===== config.mk =====
export PLATFORM = sky130hd
export DESIGN_NAME = kronos_lsq
export DESIGN_NICKNAME = d
export VERILOG_FILES = /design/src/rtl/kronos_lsq_pkg.sv /design/src/rtl/kronos_lsq_fifo.sv /design/src/rtl/kronos_lsq.sv
export SDC_FILE = /design/constraint.sdc
export NUM_CORES = 1
export LEC_CHECK = 0
export BUFFER_PORTS_ARGS = -buffer_cell sky130_fd_sc_hd__buf_2
export CAP_MARGIN = 20
export CORE_ASPECT_RATIO = 1.5
export CORE_UTILIZATION = 54
export CTS_CLUSTER_DIAMETER = 120
export CTS_CLUSTER_SIZE = 25
export DETAILED_ROUTE_END_ITERATION = 10
export PLACE_DENSITY = 0.95
export SLEW_MARGIN = 20
export SYNTH_ARGS = -nofsm -noshare
export SYNTH_HDL_FRONTEND = slang
export SYNTH_SLANG_ARGS = --single-unit

===== constraint.sdc =====
create_clock -name clk -period 7.39 [get_ports clk]
set_clock_uncertainty 0.2 [all_clocks]
set_input_delay 0.3695 -clock clk [delete_from_list [all_inputs] [get_ports clk]]
set_output_delay 0.3695 -clock clk [all_outputs]
set_load 0.03 [all_outputs]

===== src/rtl/kronos_lsq_pkg.sv =====
// Shared types for the Kronos load/store queue: access size encoding and queue entry layout.
package kronos_lsq_pkg;

  typedef enum logic [1:0] {
    LSQ_BYTE = 2'd0,
    LSQ_HALF = 2'd1,
    LSQ_WORD = 2'd2
  } lsq_size_e;

  typedef struct packed {
    logic       store;
    lsq_size_e  size;
    logic       uns;
    logic [1:0] offset;
    logic [4:0] rd;
  } lsq_entry_t;

  localparam int LSQ_ENTRY_W = $bits(lsq_entry_t);

  // The illegal encoding 3 behaves as a word access.
  function automatic lsq_size_e lsq_size_decode(input logic [1:0] sz);
    case (sz)
      2'd0:    return LSQ_BYTE;
      2'd1:    return LSQ_HALF;
      default: return LSQ_WORD;
    endcase
  endfunction

endpackage


===== src/rtl/kronos_lsq_fifo.sv =====
// Synchronous FIFO holding outstanding bus transactions; also exposes every slot for hazard scans.
module kronos_lsq_fifo #(
  parameter  int WIDTH = 11,
  parameter  int DEPTH = 4,
  localparam int PTR_W = $clog2(DEPTH),
  localparam int CNT_W = PTR_W + 1
) (
  input  logic                   clk,
  input  logic                   rst,
  input  logic                   push,
  input  logic                   pop,
  input  logic [WIDTH-1:0]       din,
  output logic [WIDTH-1:0]       head,
  output logic [CNT_W-1:0]       count,
  output logic                   full,
  output logic                   empty,
  output logic [DEPTH*WIDTH-1:0] slots,
  output logic [DEPTH-1:0]       slot_vld
);

  logic [WIDTH-1:0] mem [DEPTH];
  logic [PTR_W-1:0] wr_ptr;
  logic [PTR_W-1:0] rd_ptr;
  logic             push_ok;
  logic             pop_ok;

  assign full    = (count == CNT_W'(DEPTH));
  assign empty   = (count == '0);
  assign push_ok = push & ~full;
  assign pop_ok  = pop & ~empty;
  assign head    = mem[rd_ptr];

  always_ff @(posedge clk) begin
    if (push_ok) mem[wr_ptr] <= din;
  end

  always_ff @(posedge clk) begin
    if (rst) begin
      wr_ptr <= '0;
      rd_ptr <= '0;
      count  <= '0;
    end else begin
      if (push_ok) wr_ptr <= wr_ptr + 1'b1;
      if (pop_ok)  rd_ptr <= rd_ptr + 1'b1;
      case ({push_ok, pop_ok})
        2'b10:   count <= count + 1'b1;
        2'b01:   count <= count - 1'b1;
        default: ;
      endcase
    end
  end

  // A slot is live when its distance from the read pointer is below the occupancy.
  always_comb begin
    for (int i = 0; i < DEPTH; i++) begin
      slots[i*WIDTH +: WIDTH] = mem[i];
      slot_vld[i]             = ({1'b0, PTR_W'(i) - rd_ptr} < count);
    end
  end

endmodule


===== src/rtl/kronos_lsq.sv =====
// Kronos load/store queue: pipelined in-order data bus with register write-back and pending mask.
// Optional fence handshake enabled by defining KRONOS_LSQ_FENCE_EN.
module kronos_lsq
  import kronos_lsq_pkg::*;
#(
  parameter int DEPTH  = 4,
  parameter int ADDR_W = 32
) (
  input  logic              clk,
  input  logic              rst,
  input  logic              req_vld,
  output logic              req_rdy,
  input  logic              req_store,
  input  logic [1:0]        req_size,
  input  logic              req_unsigned,
  input  logic [ADDR_W-1:0] req_addr,
  input  logic [31:0]       req_wdata,
  input  logic [4:0]        req_rd,
  output logic              data_req,
  input  logic              data_gnt,
  output logic [ADDR_W-1:0] data_addr,
  output logic              data_wr_en,
  output logic [3:0]        data_mask,
  output logic [31:0]       data_wr_data,
  input  logic              data_rvld,
  input  logic [31:0]       data_rdata,
  output logic              regwr_en,
  output logic [4:0]        regwr_sel,
  output logic [31:0]       regwr_data,
  output logic [31:0]       pending_rd,
  output logic              busy
`ifdef KRONOS_LSQ_FENCE_EN
  ,
  input  logic              fence_vld,
  output logic              fence_rdy
`endif
);

  localparam int CNT_W = $clog2(DEPTH) + 1;

  lsq_size_e                    req_sz;
  lsq_entry_t                   push_ent;
  lsq_entry_t                   head_ent;
  lsq_entry_t                   slot_ent [DEPTH];
  logic [LSQ_ENTRY_W-1:0]       head_raw;
  logic [DEPTH*LSQ_ENTRY_W-1:0] slots;
  logic [DEPTH-1:0]             slot_vld;
  logic [CNT_W-1:0]             count;
  logic                         full;
  logic                         empty;
  logic                         pop;
  logic                         issue_gate;

  function automatic logic [31:0] load_align(input logic [31:0] rdata, input lsq_entry_t e);
    logic [31:0] sh;
    sh = rdata >> {e.offset, 3'b000};
    case (e.size)
      LSQ_BYTE: load_align = e.uns ? {24'h0, sh[7:0]}   : {{24{sh[7]}}, sh[7:0]};
      LSQ_HALF: load_align = e.uns ? {16'h0, sh[15:0]}  : {{16{sh[15]}}, sh[15:0]};
      default:  load_align = sh;
    endcase
  endfunction

`ifdef KRONOS_LSQ_FENCE_EN
  logic fence_ack_p0;

  // The ack flag keeps the ready pulse to one cycle while the sequencer still holds the fence.
  assign issue_gate = fence_vld;
  assign fence_rdy  = fence_vld & ~fence_ack_p0 & (count == '0) & ~regwr_en;

  always_ff @(posedge clk) begin
    if (rst) fence_ack_p0 <= 1'b0;
    else     fence_ack_p0 <= fence_vld & (fence_ack_p0 | fence_rdy);
  end
`else
  assign issue_gate = 1'b0;
`endif

  // Issue stage (combinational)
  assign req_sz     = lsq_size_decode(req_size);
  assign data_req   = req_vld & ~full & ~issue_gate;
  assign req_rdy    = data_req & data_gnt;
  assign data_addr  = {req_addr[ADDR_W-1:2], 2'b00};
  assign data_wr_en = data_req & req_store;

  always_comb begin
    data_mask    = 4'hF;
    data_wr_data = req_wdata;
    case (req_sz)
      LSQ_BYTE: begin
        data_mask    = 4'b0001 << req_addr[1:0];
        data_wr_data = {4{req_wdata[7:0]}};
      end
      LSQ_HALF: begin
        data_mask    = 4'b0011 << req_addr[1:0];
        data_wr_data = {2{req_wdata[15:0]}};
      end
      default: ;
    endcase
  end

  assign push_ent = '{store: req_store, size: req_sz, uns: req_unsigned,
                      offset: req_addr[1:0], rd: req_rd};
  assign head_ent = lsq_entry_t'(head_raw);
  assign pop      = data_rvld & ~empty;

  kronos_lsq_fifo #(
    .WIDTH (LSQ_ENTRY_W),
    .DEPTH (DEPTH)
  ) u_fifo (
    .clk      (clk),
    .rst      (rst),
    .push     (req_rdy),
    .pop      (pop),
    .din      (push_ent),
    .head     (head_raw),
    .count    (count),
    .full     (full),
    .empty    (empty),
    .slots    (slots),
    .slot_vld (slot_vld)
  );

  // Write-back stage p0: one cycle after the response
  always_ff @(posedge clk) begin
    if (rst) begin
      regwr_en   <= 1'b0;
      regwr_sel  <= '0;
      regwr_data <= '0;
    end else begin
      regwr_en <= pop & ~head_ent.store & (head_ent.rd != 5'd0);
      if (pop & ~head_ent.store) begin
        regwr_sel  <= head_ent.rd;
        regwr_data <= load_align(data_rdata, head_ent);
      end
    end
  end

  always_comb begin
    for (int i = 0; i < DEPTH; i++) begin
      slot_ent[i] = lsq_entry_t'(slots[i*LSQ_ENTRY_W +: LSQ_ENTRY_W]);
    end
  end

  always_comb begin
    pending_rd = '0;
    for (int i = 0; i < DEPTH; i++) begin
      if (slot_vld[i] && !slot_ent[i].store) pending_rd[slot_ent[i].rd] = 1'b1;
    end
    if (regwr_en) pending_rd[regwr_sel] = 1'b1;
    pending_rd[0] = 1'b0;
  end

  assign busy = (count != '0) | regwr_en;

endmodule

Word-level counts from Yosys, hierarchy flattened
Memory sizes are Yosys's and may differ from the RTL's. A register that Yosys moved wholly into a read port is not among the register bits.
Cells that the tools add are included.

storage, ports and cells
  memories kept = 1
  output and inout port bits = 142
  register bits = 45
  word-level logic and storage cells = 100
  bits in writable memories = 44
  input port bits = 110

memories
  name        depth  bits a word  rd ports  clocked after Yosys merged registers in  wr ports  line                   source
  u_fifo.mem  4      11           5         1                                        1         kronos_lsq_fifo.sv:21  logic [WIDTH-1:0] mem [DEPTH];

cells by class
  multiplexer cells = 26
  equality and inequality tests = 6
  reductions and logical operators = 20
  bitwise logic cells = 16
  shifts and indexed selects = 3
  add/sub/neg operators = 8
  magnitude comparators = 14

operators by type and width
  operator               count
  $mux W32               7
  $or A32 B32 Y32        4
  $pmux W32 S2           2
  $shr A32 B5 Y32        1
  $lt A5 B6 Y1 const B   5
  $demux W1 S5           5
  $ge A5 B1 Y1 const B   5
  $lt A2 B3 Y1           4
  $logic_and A1 B1 Y1    9
  $and A1 B1 Y1          8
  $eq A2 B1 Y1 const B   4
  $pmux W4 S2            1
  $mux W1                7
  $logic_not A2 Y1       3
  $pmux W3 S2            1
  $reduce_bool A5 Y1     1
  $add A2 B1 Y2 const B  2
  $logic_not A1 Y1       4
  $mux W2                2
  $pmux W2 S2            1
  $shl A1 B2 Y4 const A  1
  $shl A2 B2 Y4 const A  1
  $sub A1 B2 Y2 const A  2
  $sub A2 B2 Y2 const A  2
  9 further kinds        11

Depth between registers and ports, before layout
An unclocked memory read counts as a cell.

  depth in word-level cells = 14
  mapped depth = 12
  mapped depth without buffers = 10

By module
From an unflattened synthesis, not the netlist that was laid out.

unflattened totals
  cell total of the unflattened synthesis = 688
  area total of the unflattened synthesis = 6,263.5 um^2

modules (own cells, without submodules)
  module           sequential area each (um^2)  area an instance (um^2)  times used  cells an instance
  kronos_lsq       760.7                        4,062.6                  1           559
  kronos_lsq_fifo  1,501.4                      2,200.9                  1           129

Worst setup path after synthesis
OpenSTA, ideal clock, no wires.

  path type = reg-to-reg
  start point = register u_fifo.count[2]
  end point = register u_fifo.count[2]
  period minus slack after synthesis = 3.076 ns
  path buffers = 2
  library setup time = 0.070 ns
  data arrival time = 2.806 ns
  data required time = 7.120 ns
  cell stages (with the launch flop) = 13
  setup slack = 4.314 ns
  cell sequence = dfxtp_1 clkbuf_1 inv_1 o31a_1 and2_1 clkbuf_1 inv_1 ha_1 inv_1 fa_1 xor2_1 or3_1 a21oi_1

between the ends
  cells in the longest elaborated chain, start to end = 7
  elaborated cells on any way between the ends = 15
  classes of those cells = add/sub: 2; eq/ne: 3; mux: 1; bitwise: 7; reduce/logical: 2

ends and longest elaborated chain
  item                                                      line                   source
  start: declaration                                        kronos_lsq_fifo.sv:14  output logic [CNT_W-1:0] count,
  start signal: assignment                                  kronos_lsq_fifo.sv:46  2'b10: count <= count + 1'b1;
  start signal: assignment                                  kronos_lsq_fifo.sv:47  2'b01: count <= count - 1'b1;
  $eq A3 B3 Y1 (*)                                          kronos_lsq_fifo.sv:27  assign full = (count == CNT_W'(DEPTH));
  $not A1 Y1 (*)                                            kronos_lsq.sv:81       assign data_req = req_vld & ~full & ~issue_gate;
  $and A1 B1 Y1 (*)                                         kronos_lsq.sv:81
  via data_req                                              kronos_lsq.sv:19       output logic data_req,
  $and A1 B1 Y1 (*)                                         kronos_lsq.sv:82       assign req_rdy = data_req & data_gnt;
  via req_rdy                                               kronos_lsq.sv:12       output logic req_rdy,
  $and A1 B1 Y1 (*)                                         kronos_lsq_fifo.sv:29  assign push_ok = push & ~full;
  $eq A2 B1 Y1 / $eq A2 B2 Y1 (equally long branches)       kronos_lsq_fifo.sv:45  case ({push_ok, pop_ok})
  $pmux W3 S2 / $reduce_bool A2 Y1 (equally long branches)  --

The timed path passes the listed nets; every way through them passes the cells marked *.
A chain may end at the register's enable or synchronous reset.

Final worst setup path
  start point = register u_fifo.count[1]
  end point = output pending_rd[4]

between the ends
  cells in the longest elaborated chain, start to end = 11
  elaborated cells on any way between the ends = 17
  classes of those cells = order compare: 4; mux: 5; bitwise: 4; reduce/logical: 4

ends and longest elaborated chain
  item                              line                   source
  $lt A2 B3 Y1                      kronos_lsq_fifo.sv:57  slot_vld[i] = ({1'b0, PTR_W'(i) - rd_ptr} < count);
  $logic_and A1 B1 Y1               kronos_lsq.sv:148      if (slot_vld[i] && !slot_ent[i].store) pending_rd[slot_ent[i].rd] = 1'b1;
  $mux W32                          kronos_lsq.sv:148
  $or A32 B32 Y32 (no source line)  --
  $mux W32                          kronos_lsq.sv:148
  $or A32 B32 Y32 (no source line)  --
  $mux W32                          kronos_lsq.sv:148
  $or A32 B32 Y32 (no source line)  --
  $mux W32 (*)                      kronos_lsq.sv:148
  $or A32 B32 Y32 (no source line)  --
  $mux W32 (*)                      kronos_lsq.sv:150      if (regwr_en) pending_rd[regwr_sel] = 1'b1;
  end: declaration                  kronos_lsq.sv:30       output logic [31:0] pending_rd,

Every way passes the cells marked *; elsewhere a longest branch is shown, timed or not.

==> key figures <==
Outcome
  • Run status: finished clean

Flow run
  • Max-cap violation count: 0

Global routing
  • Number of global-route vias before repair: 5729
  • Initial antenna violation count: 2
  • Largest net degree at the start of global routing: 41
  • Grt ovf: 0
  • Wire length of the first global-routing pass: 31800 um
  • Total track usage: 0.350

Floorplan
  • Initial Util: 0.552
  • FP Rows: 48
  • Die H: 135 um
  • I/O pin cnt: 252
  • Die footprint: 12200 um2
  • Die width: 90.4 um
  • Core area: 11500 um2

Clocking
  • Root buf cell: clkbuf_16
  • CTS Hold Bufs: 0
  • CTS Buffer Depth: 2
  • Total CTS buffers: 9
  • Clock insertion delay at the later pin of the skew report: 0.34 ns
  • Reg clk slew, reported paths: 0.07 ns
  • CTS Sinks: 91
  • CTS resizes: 0
  • CTS tree: yes
  • H-tree depth: 3
  • Number of setup buffers added after CTS: 0

STA
  • Pins Over Slew Limit: 0
  • F_max: 0.281 GHz
  • Period utilization: 0.482
  • RSZ-0062 raised after global routing: no
  • TNS Setup: 0 ns
  • Normalized max-slew margin: 0.434
  • # setup viols final: 0
  • Min Tclk post-route: 3.56 ns
  • Worst Max-Slew Pin Slew: 0.849 ns
  • Hold Fails Final Rpt: 0

Route
  • Detailed Route Iter0 Violations: 814
  • Via Count: 6132
  • Via/cell ratio: 6.42
  • TritonRoute pass-1 iters: 6
  • Post-route ant nets: 0
  • Drt wl/cell: 22.2 um
  • DR DRC count: 0
  • Drt total wl: 21200 um

Placement
  • Port bufs: 188
  • DP HPWL: 16700 um
  • Post-placement cell count: 939
  • Routability cong.: 1.05

Yosys
  • Post-synth EDFFs: 44
  • Syn Inst Count: 683
  • Number of distinct library cells after synthesis: 61
  • Commonest register cell after synthesis: dfxtp_1
  • Yosys warns: 0
  • Post-synth top area share: 0.209
  • Flop and latch count out of synthesis: 91
  • Share of the yosys chip area belonging to registers: 0.357
  • Top post-synthesis cells by area: edfxtp_1 21%, dfxtp_1 15%, mux2_2 7.1%, buf_4 5.0%, o22ai_1 4.7%
  • Average footprint of a synthesized cell: 9.27 um2
  • Synth area leader: edfxtp_1
  • Post-synthesis async set-or-reset flop share: 0
  • Mapped Area: 6330 um2

Layout
  • Nets: 920
  • Post-Layout Cell Count: 955
  • Ant. Diodes: 0
  • Ratio of cells with drive above 1 in the final layout: 0.344
  • Area growth from synthesis to layout: 15.3%

Pwr
  • Leak: 3.06 nW
  • Pwr/cell area: 286 nW/um2
  • Worst VDD drop: 0.150 mV

Critical path
  • R2R setup slack: 3.93 ns
  • Startpoint types: register
  • Crit end category: primary output
  • Crit-path max FO: 7
  • Worst Path Arrival: 2.99 ns
  • Worst Path Required: 6.82 ns
  • Worst Setup Path Type: register to primary output

Hold path
  • Hold crit path type: input pin to register
## flip-flops by register name, indices dropped and copies added (netlist names), named ones only
register / flops
u_fifo.mem: 44
regwr_data: 32
regwr_sel: 5
u_fifo.count: 3
u_fifo.rd_ptr: 2
u_fifo.wr_ptr: 2
regwr_en: 1
## per-layer routing
layer,global-route usage,vias to the layer above,part of all wire
li1,-,2722,-
met1,0.385,2799,0.34
met2,0.605,493,0.48
met3,0.0890,114,0.11
met4,0.217,4,0.064
met5,0,-,0.0014
## metrics by stage
| stage | utilization | power [mW] | area, um2 | setup slack (ns) | hold slack [ns] |
|---|---|---|---|---|---|
| final | 0.636 | 2.09 | 7300 | 3.83 | 0.0421 |
| after global routing | 0.636 | 2.18 | 7300 | 3.72 | 0.0409 |
| after CTS | 0.636 | 2.08 | 7300 | 3.89 | 0.0296 |
| after detailed placement | 0.607 | 1.57 | 6960 | 4.08 | 0.243 |
| after global placement | 0.607 | 1.55 | 6960 | 3.93 | 0.241 |
| after floorplan | - | 1.39 | 6340 | 4.31 | 0.268 |
## final timing paths
kind	startpoint	to	cells after the start
setup reg to reg	register	regwr_data[18]	5
hold reg to reg	regwr_data[3]	regwr_data[3]	2
setup / recovery	u_fifo.count[1]	pending_rd[4]	8
hold / removal	req_unsigned	u_fifo.mem[0][7]	1
## synth_stat cells (10+ instances only)
cell type   n
a211oi_2   10
a21oi_1    27
buf_4      42
clkbuf_1   26
dfxtp_1    47
edfxtp_1   44
inv_1      26
mux2_2     40
mux2i_1    17
nand2_1    59
nand3_1    13
nand3b_1   17
nor2_1     65
o21ai_0    21
o22ai_1    48
or3_1      30
## report_power, final
group          internal [mW]  leakage, nW  switching, mW
Combinational          0.327         2.11          0.580
Clock                  0.309        0.161          0.197
Sequential             0.597        0.782         0.0786
Total                   1.23         3.06          0.856
## final cells by class
type                            instances  area (um2)
Tap cell                              150         188
Sequential cell                        91        2260
Timing Repair Buffer                  191         963
Clock inverter                          6        96.3
Inverter                               26        97.6
Multi-Input combinational cell        481        3450
Fill cell                             958        4170
Clock buffer                           10         239
## worst max-delay path, cell delays in order (launching register included)
cell,delay (ns)
dfxtp_1,0.39
inv_1,0.15
ha_1,0.33
a21oi_1,0.04
o21ai_0,0.39
nor4b_2,0.77
a22oi_1,0.19
nand3_1,0.16
buf_2,0.21
## layout by cell type (no fill, tap or decap), types with 3 or more instances in the layout
| master | count |
|---|---|
| a211oi_1 | 8 |
| a211oi_2 | 10 |
| a21oi_1 | 27 |
| a22o_1 | 8 |
| a22oi_1 | 7 |
| and3_1 | 4 |
| buf_2 | 188 |
| buf_4 | 3 |
| clkbuf_16 | 9 |
| conb_1 | 3 |
| dfxtp_1 | 47 |
| edfxtp_1 | 44 |
| ha_1 | 9 |
| inv_1 | 26 |
| mux2_2 | 40 |
| mux2i_1 | 17 |
| mux4_1 | 6 |
| mux4_2 | 5 |
| nand2_1 | 59 |
| nand2b_1 | 7 |
| nand3_1 | 13 |
| nand3b_1 | 17 |
| nand4_1 | 8 |
| nand4b_1 | 6 |
| nand4bb_1 | 4 |
| nor2_1 | 65 |
| nor3_1 | 7 |
| o2111ai_1 | 4 |
| o21ai_0 | 21 |
| o22ai_1 | 48 |
| or3_1 | 30 |
| or3b_2 | 7 |
| xnor2_1 | 4 |
## kinds of logic (layout without fill, tap and decap cells)
kind of cell	after synthesis	after routing	synth area share
simple gates	241	241	0.199
compound gates	151	151	0.167
buf+inv	113	233	0.100
flops	91	91	0.357
mux	70	70	0.147
fa+ha+maj	10	10	0.0209
xor+xnor	6	6	0.00830
other cells	1	3	0.000592
Power figures use the tool's default switching activity.
